==> src/rtl/uart_tx_mmio.sv <==
// Memory-mapped 8N1 UART transmitter: a small byte FIFO feeding a baud-timed serializer.
// The tx line and every status field are driven directly from flops.
module uart_tx_mmio #(
    parameter int CLOCK_RATE = 12_000_000,
    parameter int BAUD_RATE  = 9600,
    parameter int FIFO_DEPTH = 4
) (
    input  logic        clk,
    input  logic        rstn,
    input  logic        wr_en,
    input  logic [7:0]  wr_data,
    input  logic        clr_ovf,
    output logic [31:0] status,
    output logic        tx
);
    localparam int DIV = CLOCK_RATE / BAUD_RATE;
    localparam int CW  = $clog2(DIV);
    localparam int PW  = $clog2(FIFO_DEPTH);
    localparam int NW  = $clog2(FIFO_DEPTH + 1);
    localparam logic [CW-1:0] BAUD_LAST = CW'(DIV - 1);
    localparam logic [NW-1:0] DEPTH_N   = NW'(FIFO_DEPTH);

    typedef enum logic [1:0] {
        ST_IDLE  = 2'd0,
        ST_START = 2'd1,
        ST_DATA  = 2'd2,
        ST_STOP  = 2'd3
    } state_t;

    state_t          state_r, state_s;
    logic [CW-1:0]   baud_r, baud_s;
    logic [2:0]      bit_r, bit_s;
    logic [7:0]      shift_r, shift_s;
    logic            tx_s;
    logic [7:0]      mem_r [FIFO_DEPTH];
    logic [PW-1:0]   wr_ptr_r, rd_ptr_r;
    logic [NW-1:0]   count_r, count_s;
    logic            ovf_r, ovf_s;
    logic            full_r, busy_r;
    logic            push_s, pop_s, overflow_s, nonempty_s, bit_end_s;
    logic [7:0]      head_s;
    logic [7:0]      count_ext_s;

    // Fullness is judged on the pre-edge count, so a same-edge pop never rescues a write.
    assign push_s      = wr_en && (count_r != DEPTH_N);
    assign overflow_s  = wr_en && (count_r == DEPTH_N);
    assign nonempty_s  = (count_r != {NW{1'b0}});
    assign bit_end_s   = (baud_r == BAUD_LAST);
    assign head_s      = mem_r[rd_ptr_r];
    assign count_ext_s = 8'(count_r);
    assign status      = {21'd0, ovf_r, full_r, busy_r, count_ext_s};

    // Serializer next-state, pop request and next line level.
    always_comb begin
        state_s = state_r;
        baud_s  = baud_r;
        bit_s   = bit_r;
        shift_s = shift_r;
        pop_s   = 1'b0;
        tx_s    = 1'b1;
        case (state_r)
            ST_IDLE: begin
                if (nonempty_s) begin
                    pop_s   = 1'b1;
                    shift_s = head_s;
                    baud_s  = {CW{1'b0}};
                    state_s = ST_START;
                end else begin
                    state_s = ST_IDLE;
                end
            end
            ST_START: begin
                if (bit_end_s) begin
                    baud_s  = {CW{1'b0}};
                    bit_s   = 3'd0;
                    state_s = ST_DATA;
                end else begin
                    baud_s = baud_r + CW'(1);
                end
            end
            ST_DATA: begin
                if (bit_end_s) begin
                    baud_s  = {CW{1'b0}};
                    shift_s = {1'b0, shift_r[7:1]};
                    if (bit_r == 3'd7) begin
                        state_s = ST_STOP;
                    end else begin
                        bit_s = bit_r + 3'd1;
                    end
                end else begin
                    baud_s = baud_r + CW'(1);
                end
            end
            ST_STOP: begin
                if (bit_end_s) begin
                    baud_s = {CW{1'b0}};
                    if (nonempty_s) begin
                        pop_s   = 1'b1;
                        shift_s = head_s;
                        state_s = ST_START;
                    end else begin
                        state_s = ST_IDLE;
                    end
                end else begin
                    baud_s = baud_r + CW'(1);
                end
            end
            default: begin
                state_s = ST_IDLE;
                baud_s  = {CW{1'b0}};
            end
        endcase
        case (state_s)
            ST_START: tx_s = 1'b0;
            ST_DATA:  tx_s = shift_s[0];
            default:  tx_s = 1'b1;
        endcase
    end

    // FIFO occupancy and sticky overflow; a fresh overflow beats a same-edge clear.
    always_comb begin
        count_s = count_r;
        case ({push_s, pop_s})
            2'b10:   count_s = count_r + NW'(1);
            2'b01:   count_s = count_r - NW'(1);
            default: count_s = count_r;
        endcase
        if (overflow_s) begin
            ovf_s = 1'b1;
        end else if (clr_ovf) begin
            ovf_s = 1'b0;
        end else begin
            ovf_s = ovf_r;
        end
    end

    // Serializer state, line level and registered status flags.
    always_ff @(posedge clk or negedge rstn) begin
        if (!rstn) begin
            state_r <= ST_IDLE;
            baud_r  <= {CW{1'b0}};
            bit_r   <= 3'd0;
            shift_r <= 8'h00;
            tx      <= 1'b1;
            busy_r  <= 1'b0;
            full_r  <= 1'b0;
        end else begin
            state_r <= state_s;
            baud_r  <= baud_s;
            bit_r   <= bit_s;
            shift_r <= shift_s;
            tx      <= tx_s;
            busy_r  <= (state_s != ST_IDLE);
            full_r  <= (count_s == DEPTH_N);
        end
    end

    // FIFO pointers, occupancy and overflow flag.
    always_ff @(posedge clk or negedge rstn) begin
        if (!rstn) begin
            wr_ptr_r <= {PW{1'b0}};
            rd_ptr_r <= {PW{1'b0}};
            count_r  <= {NW{1'b0}};
            ovf_r    <= 1'b0;
        end else begin
            if (push_s) begin
                wr_ptr_r <= wr_ptr_r + PW'(1);
            end
            if (pop_s) begin
                rd_ptr_r <= rd_ptr_r + PW'(1);
            end
            count_r <= count_s;
            ovf_r   <= ovf_s;
        end
    end

    // FIFO storage; cleared on reset so queued bytes are discarded.
    always_ff @(posedge clk or negedge rstn) begin
        if (!rstn) begin
            for (int i = 0; i < FIFO_DEPTH; i++) begin
                mem_r[i] <= 8'h00;
            end
        end else if (push_s) begin
            mem_r[wr_ptr_r] <= wr_data;
        end
    end
endmodule

==> config.mk <==
export PLATFORM = sky130hd
export DESIGN_NAME = uart_tx_mmio
export DESIGN_NICKNAME = d
export VERILOG_FILES = /design/src/rtl/uart_tx_mmio.sv
export SDC_FILE = /design/constraint.sdc
export NUM_CORES = 1
export LEC_CHECK = 0
export ABC_CLOCK_PERIOD_IN_PS = 3400
export CORE_ASPECT_RATIO = 1.1
export CORE_MARGIN = 2
export CORE_UTILIZATION = 50
export CTS_BUF_LIST = sky130_fd_sc_hd__clkbuf_4 sky130_fd_sc_hd__clkbuf_8
export CTS_CLUSTER_DIAMETER = 30
export DETAILED_ROUTE_END_ITERATION = 12
export PLACE_DENSITY = 0.73
export SYNTH_ARGS = -nofsm -noshare
export SYNTH_HDL_FRONTEND = slang
export SYNTH_SLANG_ARGS = --single-unit
==> constraint.sdc <==
create_clock -name clk -period 3.4 [get_ports clk]
set_input_delay 0.68 -clock clk [delete_from_list [all_inputs] [get_ports clk]]
set_output_delay 0.68 -clock clk [all_outputs]
set_load 0.03 [all_outputs]
==> results of run 1 <==
[power groups by stage]
stage	clock network [W]	logic [W]	registers [W]
5_1_grt	0.000792	0.00155	0.00145
3_5_place_dp	0	0.00142	0.00141
2_1_floorplan	0	0.00118	0.00134
6_report	0.000749	0.00141	0.00140
4_1_cts	0.000762	0.00143	0.00140
3_3_place_gp	0	0.00138	0.00140
[area by class of cell]
type | count | area [um2] | area share
clock inverters | 7 | 101 | 0.0256
multi-input cells | 222 | 1720 | 0.433
inverters | 13 | 48.8 | 0.0123
flip-flops and latches | 67 | 1680 | 0.423
clock buffers | 9 | 124 | 0.0312
well taps | 85 | 106 | 0.0268
repair buffers | 20 | 190 | 0.0480
[worst paths after layout]
check	cells after the start	end	slack (ns)	startpoint
worst max register to register	10	full_r	0.63	baud_r[4]
worst min register to register	1	mem_r[22]	0.51	mem_r[22]
max in group asynchronous	2	shift_r[1]	2.35	rstn
min in group clk	1	mem_r[22]	0.51	mem_r[22]
worst max-delay path	10	full_r	0.63	baud_r[4]
worst min-delay path	2	baud_r[6]	0.48	rstn
[synth_stat cells, drive strengths merged (2+ instances only)]
master  count  area (um2)
dfrtp      66        1650
nand2      39         146
buf        35         250
mux2       32         360
nor2       16        60.1
ha         14         175
inv        13        48.8
o21ai      10        50.0
mux4        8         180
a32oi       7        61.3
clkbuf      7        26.3
xnor2       7        61.3
xor2        7        61.3
o31ai       6        45.0
nand3       5        25.0
and2        4        25.0
nor3        4        30.0
a21oi       3        18.8
a22o        3        26.3
or3         3        18.8
a211oi      2        15.0
a21o        2        15.0
a41oi       2        17.5
and3        2        13.8
and4b       2        21.3
mux2i       2        20.0
nand4       2        12.5
nor3b       2        20.0
[state kept, by name, indices dropped and copies added (netlist names)]
signal / flops
count_r: 3
baud_r: 11
full_r: 1
state_r: 2
busy_r: 1
shift_r: 8
ovf_r: 1
tx: 1
mem_r: 32
wr_ptr_r: 2
rd_ptr_r: 2
bit_r: 3
[per-layer routing]
layer / wire length, um / GRT usage
met1: 2810 / 0.214
met2: 3230 / 0.298
met3: 202 / 0.0432
met4: 69 / 0.0608
met5: 0 / 0
[through the flow]
stage / setup WS, ns / utilization
2_1_floorplan: 0.735 / -
3_3_place_gp: 0.725 / 0.534
3_5_place_dp: 0.643 / 0.534
4_1_cts: 0.621 / 0.566
5_1_grt: 0.417 / 0.566
6_report: 0.627 / 0.566
[cell families (layout without fill, tap and decap cells)]
kind of cell               after synthesis  count (layout)
AOI/OAI and AO/OA                       41              41
xor gates and xnor gates                14              14
adders and majority gates               15              15
buffers and inverters                   55              49
DFF                                     67              67
muxes                                   42              42
other                                    1              26
and+or+nand+nor                         84              84
[worst max-delay path, delay by kind of cell (launching register included)]
family                     cells  cell delay (ns)
DFF                            1             0.46
xor gates and xnor gates       2             0.33
AOI/OAI and AO/OA              1             0.24
and+or+nand+nor                4             1.00
adders and majority gates      2             0.61
buffers and inverters          1             0.06
==> results summary, run 1 <==
The average instance area after synthesis is 11.4 um2. The cell area after layout came out at 3970 um2. The number of standard-cell rows in the floorplan is 32. The distinct cell type count of the synthesized netlist is ~50. The share of cells above drive strength 1 is 0.210.

Setup repair after global routing left no endpoint under its margin. The switching power is between 0.001 and 0.0015 W. The slew at the pin closest to its max-slew limit came out at between 0.8 and 0.9 ns. The initial DRC count is about 90. The total overflow reported by the global router is 0. The slowest stage of the critical path belongs to the cell sky130_fd_sc_hd__dfrtp_1. The share of power burned in the clock network came out at 0.210. The sequential cell fraction of total power came out at 0.393. Leaving out fill and tap cells, the most frequent cell in the layout is sky130_fd_sc_hd__dfrtp_1. The kind of start point of the critical path is a register.

The fraction of the yosys area taken by sequential cells came out at 0.463. The internal power of the cells totals around 0.0023 W. The count of pins on the block boundary came out at 45. The gate count of the mapped netlist is roughly 320.

The number of levels in the clock H-tree is 3. The final estimated routing congestion in global placement came out at ~0.75. The switching power share of the total is 0.365. Walking the worst path, the cells encountered are nor4_4, a41o_1, nor3b_2, ha_1, inv_1, fa_1, xor2_1, nor2_1, xor2_1, nor3b_1.

The die height is approximately 93 um. The diode insertion count for antenna repair came out at 0. For this run, the leading register cell type out of synthesis is sky130_fd_sc_hd__dfrtp_1. The mux contribution to synthesized area is 0.155. The root buffer selected by CTS is sky130_fd_sc_hd__clkbuf_8. The number of antenna violations at the first check in global routing came out at 0. The worst relative slew slack is 0.448. The total routed wirelength came out at around 6300 um. Clock skew on the completed layout was measured at approximately 0.0065 ns. In the layout the commonest cells are sky130_fd_sc_hd__dfrtp_1, sky130_fd_sc_hd__nand2_1, sky130_fd_sc_hd__mux2_2, sky130_fd_sc_hd__conb_1, sky130_fd_sc_hd__clkdlybuf4s50_1. The type of the tightest min-delay check is input port to asynchronous set/reset pin.

The number of violations of the max-capacitance limit is 0. The clock insertion delay at the later pin of the skew report came out at between 0.3 and 0.4 ns. The number of setup violations in the final report is 0. Gates resized during post-CTS repair numbered 0.

For this configuration, the core starts out at a cell density of 0.518. The leakage dissipation is 1.77 nW. The synthesis-to-layout area growth came out at 9.35%. The worst hold margin is 0.476 ns.

The first global-routing pass estimated between 10,000 and 15,000 um of wire. The placement-stage cell area is 3740 um2. The number of storage elements in the synthesis netlist came out at 67. The cell total after placement is between 400 and 500. The post-route DRC violation count came out at 0.

The data required time of the worst path is about 3.7 ns. The TritonCTS sink count is 67. Entering global routing, the biggest net connects between 60 and 70 pins. The total count of max-transition violations in the final report came out at 0. The floorplan step defined a die boundary enclosing 7950 um2.

Measured along the x axis, the die boundary spans roughly 85 um. The number of nets at the end of the flow came out at 360. For this run, the total global-route usage over all layers was measured as 0.174.

The path type of the worst setup path is register to register. The arrival time at the worst endpoint came out at a little over 3 ns. The HPWL after detailed placement is about 4300 um. The area fraction in compound gates after synthesis came to 0.0856. The number of buffers inserted by post-CTS setup repair came out at 0. The proportion of register bits with asynchronous set or reset after synthesis came out at 1.00. The total of fill cells in the finished design came out at 563. The area of the core came out at between 7000 and 8000 um2.

The post-layout total power is ~0.0036 W. The time the final worst path needs with I/O delays and setup is ~2.8 ns. The wire length per cell is 14.9 um. The adder-cell area share of the yosys netlist is 0.0538. The largest fanout of any net on the critical path came out at 7. The number of input and output port buffers inserted is 18.

The count of placed standard cells in the final layout, fillers left out came out at around 420. The worst supply voltage drop on vdd came out at ~0.49 mV. The clock-pin slew reported for the worst setup and hold paths after clock tree synthesis came out at approximately 0.08 ns. The summed instance area of the synthesized netlist came out at between 3000 and 4000 um2. The maximum operating frequency is between 300 and 400 MHz. For this run, the slowest stage of the critical path takes 0.46 ns. The flow ran to the end, and the final reports show no timing, DRC or antenna violations. The part of the power in combinational logic came out at 0.396. The sum of negative setup slack came out at 0 ns. The final hold violation count was 0.

Of the total synthesized cell area, the portion taken by AND, OR, NAND and NOR gates is 0.119. The number of vias after detailed routing is about 2,300. The share of the clock period used by the worst path after layout is 0.816. The fraction of synthesized cell area in xor and xnor cells came out at 0.0338. The post-detailed-route count of antenna-violating nets is 0. The number of enable flip-flop cells after synthesis is 0.

TritonCTS built the clock tree. The hold buffer count at CTS came out at 0. The iteration count of the initial detailed-routing pass is 4.

The main combinational cell family by area after synthesis is multiplexers. In this run, CTS created clock tree buffers numbering 9. STA classifies the critical path endpoint as a register.

The number of warning messages in the yosys log is 0. The cell type with the highest occurrence count on the critical path is sky130_fd_sc_hd__xor2_1. The mean number of vias per cell is between 5 and 6. The via count of the first global-routing pass is ~2,300.

The worst-case clock buffer depth is 2. The ratio of total power to cell area came out at 898 nW/um2.
(Power assumes the default switching activity.)
==> inputs of run 2 (changes only) <==
--- a/config.mk
+++ b/config.mk
@@ -5,14 +5,14 @@
 export SDC_FILE = /design/constraint.sdc
 export NUM_CORES = 1
 export LEC_CHECK = 0
-export ABC_CLOCK_PERIOD_IN_PS = 3400
+export ABC_CLOCK_PERIOD_IN_PS = 2250
 export CORE_ASPECT_RATIO = 1.1
 export CORE_MARGIN = 2
 export CORE_UTILIZATION = 50
 export CTS_BUF_LIST = sky130_fd_sc_hd__clkbuf_4 sky130_fd_sc_hd__clkbuf_8
 export CTS_CLUSTER_DIAMETER = 30
 export DETAILED_ROUTE_END_ITERATION = 12
-export PLACE_DENSITY = 0.73
+export PLACE_DENSITY = 0.76
 export SYNTH_ARGS = -nofsm -noshare
 export SYNTH_HDL_FRONTEND = slang
 export SYNTH_SLANG_ARGS = --single-unit
==> constraint.sdc (replaced) <==
create_clock -name clk -period 2.25 [get_ports clk]
set_input_delay 0.45 -clock clk [delete_from_list [all_inputs] [get_ports clk]]
set_output_delay 0.45 -clock clk [all_outputs]
set_load 0.03 [all_outputs]
==> run 2 against run 1 <==
Against the previous run:
- core utilization grew 5.1 points
- clock power grew 79%
- the run now ends with negative setup slack left
- register-to-register slack lost 0.84 ns
- highest routed layer unchanged
- largest cell class unchanged
- cell count grew 9.0%
- combinational power grew 82%
- clock-buffer cell count grew 1
- sequential share of layout area shrank 3.5 points
- die area is the same
==> results summary, run 2 (synthesized netlist as in run 1, its figures left out) <==
The number of nets at the end of the flow came out at 398 (+11%). The mean number of vias per cell came to 5.30 (-2.8%). The post-layout total power came out at 0.00595 W (+67%). The switching power is 0.00201 W (+55%). The final cell utilization of the core came to 0.617 (+0.0514). The tightest min-delay check is of the input port to asynchronous set/reset pin type. The area of the core is 7010 um2 (unchanged). The largest registers in the layout are mem_r (32), baud_r (11), shift_r (8). The total routed wirelength came out at 6550 um (+3.8%).

The via count of the first global-routing pass came out at 2,509 (+7.5%). The leakage dissipation came out at 2.00 nW (+13%). The peak per-stage delay on the critical path was 0.41 ns (-0.05 ns). The cell that appears most often on the critical path is sky130_fd_sc_hd__xor2_1. The run finished, with violations left. The arrival time at the worst endpoint came out at 2.73 ns (-0.32 ns).

The worst supply voltage drop on vdd came out at 0.716 mV (+45%). The share of power burned in the clock network is 0.225 (+0.015). The iteration count of the initial detailed-routing pass came out at 4 (unchanged). The kind of capture point of the worst setup path is a register. The number of setup violations in the final report is 2 (+2).

The TritonCTS sink count came to 67 (unchanged). The total overflow reported by the global router is 0 (unchanged). The post-detailed-route count of antenna-violating nets is 0 (unchanged). The initial DRC count came to 95 (+6.7%). The total of fill cells in the finished design came out at 529 (-6.0%). Setup repair after global routing could not meet its margin everywhere. The wire length on met2 is 3390 um (+4.9%). The number of buffers created by CTS came out at 9 (unchanged). Compared with the post-synthesis result, the final layout area differs by 19.3%. The number of input and output port buffers inserted came out at 18 (unchanged). The clock tree from TritonCTS is yes. The die height came out at 93.3 um (unchanged). The post-route DRC violation count is 0 (unchanged).

The total global-route track usage came out at 0.181 (+0.00713). The time the final worst path needs with I/O delays and setup is 2.46 ns (-0.314 ns). The worst-case clock buffer depth came out at 2 (unchanged).

The share of cells above drive strength 1 is 0.303 (+0.0931). The library cell used most frequently in the layout, excluding fill and tap cells, is sky130_fd_sc_hd__dfrtp_1. The worst setup path is launched from a register.

The routed length on met3 came out at 220 um (+8.9%). The number of violations of the max-capacitance limit came to 0 (unchanged). The area used by multi-input combinational logic came out at 1740 um2 (+1.1%).

The number of antenna violations at the first check in global routing is 0 (unchanged). The number of standard-cell rows in the floorplan is 32 (unchanged). The switching power share of the total came out at 0.337 (-0.0274). The maximum operating frequency came to 407 MHz (+13%).

On the critical path the largest part of the delay comes from simple AND/OR/NAND/NOR gates. The worst path setup slack after routing is -0.209 ns (-0.836 ns). The register-to-register path setup slack came out at -0.21 ns (-0.84 ns). The number of vias after detailed routing came out at 2,442 (+5.9%).

The total count of max-transition violations in the final report is 0 (unchanged). The flip-flop count of the largest register after layout was 32 (unchanged). The final estimated routing congestion in global placement came to 0.807 (+8.2%). The sequential cell area was 1680 um2 (unchanged). The diode insertion count for antenna repair is 0 (unchanged). The die span in x is 85.2 um (unchanged). In the layout the commonest cells are sky130_fd_sc_hd__dfrtp_1, sky130_fd_sc_hd__nand2_1, sky130_fd_sc_hd__buf_4, sky130_fd_sc_hd__mux2_2, sky130_fd_sc_hd__conb_1.

The worst setup slack before clock tree synthesis came out at -0.256 ns (-0.900 ns). The sequential cell fraction of total power came out at 0.342 (-0.051). The count of pins on the block boundary is 45 (unchanged). The path type of the worst setup path is register to register. The cell internal power dissipation was 0.00394 W (+74%). The starting utilization of the core area came out at 0.518 (unchanged).

The detailed-routing wirelength on met1 came out at 2830 um (+0.60%). The top routing layer in use is met4. The clock insertion delay at the later pin of the skew report is 0.35 ns (about the same). The clock-pin slew reported for the worst setup and hold paths after clock tree synthesis is 0.08 ns (about the same). The slowest stage of the critical path belongs to the cell sky130_fd_sc_hd__dfrtp_1. Ranked by flip-flop count, first place goes to mem_r. The sum of net half-perimeters after detailed placement was 4680 um (+8.5%). The final hold violation count is 0 (unchanged).

In this run the clock root is driven by a sky130_fd_sc_hd__clkbuf_8. The wire length per cell came to 14.2 um (-4.8%). The share of the clock period used by the worst path after layout came out at 1.09 (+0.277). Walking the worst path, the cells encountered are nor4_4, a41o_1, nor3b_4, ha_2, inv_2, fa_2, xor2_1, nor2_1, xor2_1, nor3b_2.

The number of levels in the clock H-tree came out at 3 (unchanged). The part of the power in combinational logic was 0.432 (+0.036). The post-route clock skew came to 0.00953 ns (+0.00303 ns).

The maximum number of pins on one net before global-route repair came to 68 (unchanged). The largest fanout of any net on the critical path was 2 (-5). The checks that failed: negative setup slack. The data required time of the worst path came out at 2.53 ns (-1.14 ns). The count of buffer and inverter cells on the critical path is 1 (unchanged). The die area is 7950 um2 (unchanged). The ratio of total power to cell area is 1380 nW/um2 (+53%).

The first-pass GRT wire length was 11,400 um (+5.5%).
run 2: cell type report:
type | instances | area share
multi-input cells | 222 | 0.401
repair buffers | 58 | 0.113
well taps | 85 | 0.0246
inverters | 13 | 0.0113
flip-flops and latches | 67 | 0.388
clock inverters | 6 | 0.0318
clock buffers | 10 | 0.0304
run 2: power by group through the flow:
stage	Sequential [W]	Combinational, W	Clock [W]
after floorplan	0.00202	0.00184	0
after global placement	0.00203	0.00244	0
after detailed placement	0.00206	0.00253	0
after CTS	0.00204	0.00257	0.00137
after global routing	0.00209	0.00284	0.00141
final	0.00204	0.00257	0.00134
run 2: metal layers:
layer,global-route usage,vias to the layer above
met2,0.299,51
met4,0.0873,0
met5,0,-
met1,0.229,1213
met3,0.0335,15
li1,-,1163
run 2: what timing repair did:
action | 4_1_cts | 5_1_grt
gates cloned | 0 | 0
endpoints found under the setup margin | 2 | 3
hold buffers | 0 | 0
pin swaps | 3 | 1
buffers inserted | 3 | 2
resized for setup | 0 | 1
run 2: final timing paths:
path                       cells past startpoint       start    endpoint
max in group asynchronous                      2        rstn          tx
min in group clk                               2  shift_r[0]  shift_r[0]
setup reg to reg                              10   baud_r[2]      full_r
hold reg to reg                                2  shift_r[0]  shift_r[0]
hold / removal                                 2        rstn   mem_r[15]
setup / recovery                              10   baud_r[2]      full_r
run 2: through the flow:
step	hold WS [ns]	std cells	cell area (um2)	TNS [ns]
finish	0.0907	461	4330	-0.254
floorplan	0.154	344	3740	-0.633
CTS	0.118	459	4310	-0.221
global route	0.142	461	4330	-0.538
global placement	0.478	440	4020	-0.123
detailed placement	0.489	440	4020	-0.343
